$ cat src/rtl/proc_mem_arbiter.sv
// Shares one single-port memory between instruction fetch and data access. Data wins ties unless the fetch has starved.
// Grant edge, then a one-cycle mem_en, then done in the same cycle as mem_done. Requesters hold req until done; no new grants while busy.
module proc_mem_arbiter #(
  parameter int STARVE_LIMIT = 4
) (
  input  logic        clk,
  input  logic        rst,
  input  logic        i_req,
  input  logic [15:0] i_addr,
  output logic        i_done,
  output logic [15:0] i_rdata,
  input  logic        d_req,
  input  logic        d_wr,
  input  logic [15:0] d_addr,
  input  logic [15:0] d_wdata,
  output logic        d_done,
  output logic [15:0] d_rdata,
  output logic        mem_en,
  output logic        mem_wr,
  output logic [15:0] mem_addr,
  output logic [15:0] mem_wdata,
  input  logic [15:0] mem_rdata,
  input  logic        mem_done,
  output logic        err
);

  localparam int CW = (STARVE_LIMIT < 1) ? 1 : $clog2(STARVE_LIMIT + 1);
  localparam logic [CW-1:0] LIMIT = CW'(STARVE_LIMIT);

  typedef enum logic [1:0] {IDLE, BUSY_I, BUSY_D} state_t;

  state_t          state;
  logic [CW-1:0]   starve_cnt;
  logic            ua_done;
  logic            can_grant;
  logic            i_starved;
  logic            d_win;
  logic            d_unaligned;
  logic            i_win;
  logic            d_mem_done;

  // The cycle that reports an unaligned reject is also the mandatory idle gap.
  always_comb begin
    can_grant   = (state == IDLE) && !ua_done;
    i_starved   = i_req && (starve_cnt == LIMIT);
    d_win       = can_grant && d_req && !i_starved;
    d_unaligned = d_win && d_addr[0];
    i_win       = can_grant && i_req && !d_win;
  end

  always_ff @(posedge clk or posedge rst) begin
    if (rst) begin
      state      <= IDLE;
      starve_cnt <= '0;
      ua_done    <= 1'b0;
      mem_en     <= 1'b0;
      mem_wr     <= 1'b0;
      mem_addr   <= '0;
      mem_wdata  <= '0;
      err        <= 1'b0;
    end else begin
      mem_en  <= 1'b0;
      ua_done <= d_unaligned;
      err     <= d_unaligned || ((state == IDLE) && mem_done);
      case (state)
        IDLE: begin
          if (d_win && !d_addr[0]) begin
            state     <= BUSY_D;
            mem_en    <= 1'b1;
            mem_wr    <= d_wr;
            mem_addr  <= d_addr;
            mem_wdata <= d_wdata;
            if (!i_req) begin
              starve_cnt <= '0;
            end else if (starve_cnt != LIMIT) begin
              starve_cnt <= starve_cnt + 1'b1;
            end
          end else if (i_win) begin
            state      <= BUSY_I;
            mem_en     <= 1'b1;
            mem_wr     <= 1'b0;
            mem_addr   <= i_addr;
            mem_wdata  <= '0;
            starve_cnt <= '0;
          end
        end
        BUSY_I, BUSY_D: begin
          if (mem_done) state <= IDLE;
        end
        default: state <= IDLE;
      endcase
    end
  end

  assign d_mem_done = (state == BUSY_D) && mem_done;
  assign i_done     = (state == BUSY_I) && mem_done;
  assign i_rdata    = i_done ? mem_rdata : '0;
  assign d_done     = d_mem_done || ua_done;
  assign d_rdata    = d_mem_done ? mem_rdata : '0;

endmodule
$ cat config.mk
export PLATFORM = sky130hd
export DESIGN_NAME = proc_mem_arbiter
export DESIGN_NICKNAME = d
export VERILOG_FILES = /design/src/rtl/proc_mem_arbiter.sv
export SDC_FILE = /design/constraint.sdc
export NUM_CORES = 1
export LEC_CHECK = 0
export BUFFER_PORTS_ARGS = -buffer_cell sky130_fd_sc_hd__buf_2
export CAP_MARGIN = 20
export CORE_MARGIN = 2
export CORE_UTILIZATION = 42
export DETAILED_ROUTE_END_ITERATION = 16
export PLACE_DENSITY = 0.84
export SLEW_MARGIN = 15
export SYNTH_ARGS = -nofsm -noshare
export SYNTH_HDL_FRONTEND = slang
export SYNTH_SLANG_ARGS = --single-unit
$ cat constraint.sdc
create_clock -name clk -period 2.1 [get_ports clk]
set_input_delay 0.21 -clock clk [delete_from_list [all_inputs] [get_ports clk]]
set_output_delay 0.21 -clock clk [all_outputs]
set_load 0.02 [all_outputs]
==> results.md <==
* Status: finished with violations
* Failing checks: negative hold slack
* Chip height at 75.85 microns
* Overflow after GRT at 0
* Peak VDD IR at 0.8132 mV
* Final setup fails at 0
* Vias/cell at 5.399
* Fin crit share at 91.21%
* WL/cell at 15.23 microns
* Clk_lat worst skew at 0.29 ns
* Reg clk slew, reported paths at 0.08 ns
* Max stage delay cell, worst path: dfrtp_1
* DRT iter0 DRCs at 129
* Max Cap Violations at 0
* Worst path bufs/invs at 1
* Synth async-reset ratio at 100.0%
* Clock skew at 0.004918 ns
* HP Class: input pin to async pin
* Area Growth Syn to Fin at 38.60%
* PortBufs at 138
* Number of synthesized flops with an enable pin at 0
* Fin util at 59.60%
* Post-Layout Cell Count at 416
* Layout net count at 420
* Startpoint Class: flop
* Post-synth cell types at 35
* Post-synthesis register bit count at 41
* Crit-path cells: inv_1, ha_1, and4bb_4, nand2_1, o211ai_1
* Chip width at 75.85 microns
* Unrepaired setup endpoints after global routing: no
* Worst EP arrival at 2.12 ns
* First-pass GRT wire length at 9439 microns
* Ys flop type: dfrtp_1
* Row Count at 26
* Setup CP Type: flop to flop
* Die Area at 5753 sq um
* TritonCTS clock tree: done
* CP delay by family, top: simple AND/OR/NAND/NOR gates
* Routed vias at 2246
* Post-route cell area at 3005 sq um
* Worst Setup SP: state[1]
* Initial antenna violation count at 0
* Htree depth at 2
* Avg Synthesized Cell Area at 10.28 sq um
* CTS Sinks at 41
* Share of the synthesized area in the top cell type at 47.32%
* Tightest Pin Transition at 0.9303 ns
* Warnings, synthesis at 0
* Crit end category: flop
* Cells after DPL at 407
* Max Clock Freq at 0.5221 GHz
* Gpl congestion at 0.8190
* TritonRoute pass-1 iters at 4
* DR DRC count at 0
* Static Leakage at 1.723 nW
* Antenna-violating nets left at 0
* R2R setup slack at 0.18 ns
* Max stage delay on crit path at 0.42 ns
* # diodes at 0
* TritonCTS Buffers at 5
* Min cycle time layout at 1.915 ns
* Final hold violation count at 3
* Share of cells above drive strength 1 at 45.66%
* Hold slack final at -0.004083 ns
* Max Buffers Root-to-Sink at 2
* Top cells by area, synth: dfrtp_1, and3_1, a22o_1
* Drt total wl at 6335 microns
* Clock Tree Root: clkbuf_8
* CP Max Fanout at 16
* Pwr Density at 1319 nW/um^2
* Slew Viols, Final at 0
* Post-DP Area at 2882 sq um
* Total negative setup slack at 0 ns
* Mapped cell area at 2168 sq um
* Synthesized Nets at 286
* Ports at 139
* Area leader, netlist: dfrtp_1
* Cells after Synth at 211
* Synth top cells by count: dfrtp_1, and3_1, a22o_1, nor3_1, nand3_1
* Most common cell in the synthesized netlist: dfrtp_1
* Core Box Area at 5042 sq um
* Fillers at 429
* Initial Utilization at 43.00%
* Slew margin rel. at 37.60%
* Detail Placement HPWL at 4570 microns
* Hold-fix buffers, CTS at 0
* RR Startpoint: state[1]
* Total Routing Usage GR at 22.06%
* Number of global-route vias before repair at 1895
* Largest net degree at the start of global routing at 37
* CP required at 2.30 ns
* Seq/Total Area, Yosys at 47.32%
==> layout by cell type, fill, tap and decap left out, types with 6 or more instances in the layout <==
| cell type | n |
|---|---|
| o21ai_0 | 14 |
| nand3_1 | 16 |
| clkbuf_8 | 6 |
| buf_2 | 138 |
| a22o_1 | 18 |
| dfrtp_1 | 41 |
| nor3_1 | 17 |
| and3_1 | 33 |
| a31oi_1 | 15 |
| buf_4 | 7 |
==> sequential cells by signal, summed over array words and instances (netlist names) <==
| signal | flops |
|---|---|
| err | 1 |
| mem_wdata | 16 |
| mem_wr | 1 |
| mem_addr | 16 |
| starve_cnt | 3 |
| ua_done | 1 |
| state | 2 |
| mem_en | 1 |
==> area by class of cell <==
class / count / area (sq um) / share of cell area [%]
clock buffer: 7 / 86.33 / 2.873
tap: 70 / 87.58 / 2.914
timing repair buffer: 146 / 763.2 / 25.40
clock inverter: 1 / 30.03 / 0.9992
multi-input combinational: 145 / 989.7 / 32.93
inverter: 6 / 22.52 / 0.7494
sequential: 41 / 1026 / 34.14
==> metrics by stage <==
step	hold WS (ns)	total power, mW	setup slack, ns
after CTS	0.01753	3.975	0.1705
after detailed placement	0.3345	3.317	0.1850
after global placement	0.3240	3.251	0.3424
after global routing	0.04126	4.242	0.04966
after floorplan	0.3497	2.658	0.5558
final	-0.004083	3.964	0.1846
==> layer usage <==
metal  up-vias  global-route usage [%]  routed length, microns
li1       1065                       -                       -
met1      1044                   29.37                    2591
met2       125                   34.67                    3059
met3        12                   7.275                     583
met4         0                   6.043                     101
met5         -                       0                       0
==> final timing paths <==
path | endpoint | cells past startpoint
min reg2reg | mem_addr[0] | 1
min | mem_addr[10] | 2
max in group asynchronous | mem_wdata[13] | 3
max reg2reg | state[1] | 5
min in group clk | mem_wdata[7] | 2
max | state[1] | 5
==> cell families after synthesis <==
family,share of synthesized area (%)
AOI/OAI and AO/OA,20.48
adders and majority gates,2.885
buffers and inverters,7.039
DFF,47.32
and+or+nand+nor,22.27
==> repair_timing <==
item / CTS / global route
buffers inserted: 0 / 1
setup endpoints to repair: 0 / 1
gates resized for setup: 0 / 0
==> power by group <==
| part | internal, mW | total (mW) | switching (mW) |
|---|---|---|---|
| clock | 0.387 | 0.652 | 0.264 |
| sequential | 1.16 | 1.38 | 0.218 |
| combinational | 0.742 | 1.93 | 1.19 |
Power figures use the tool's default switching activity.
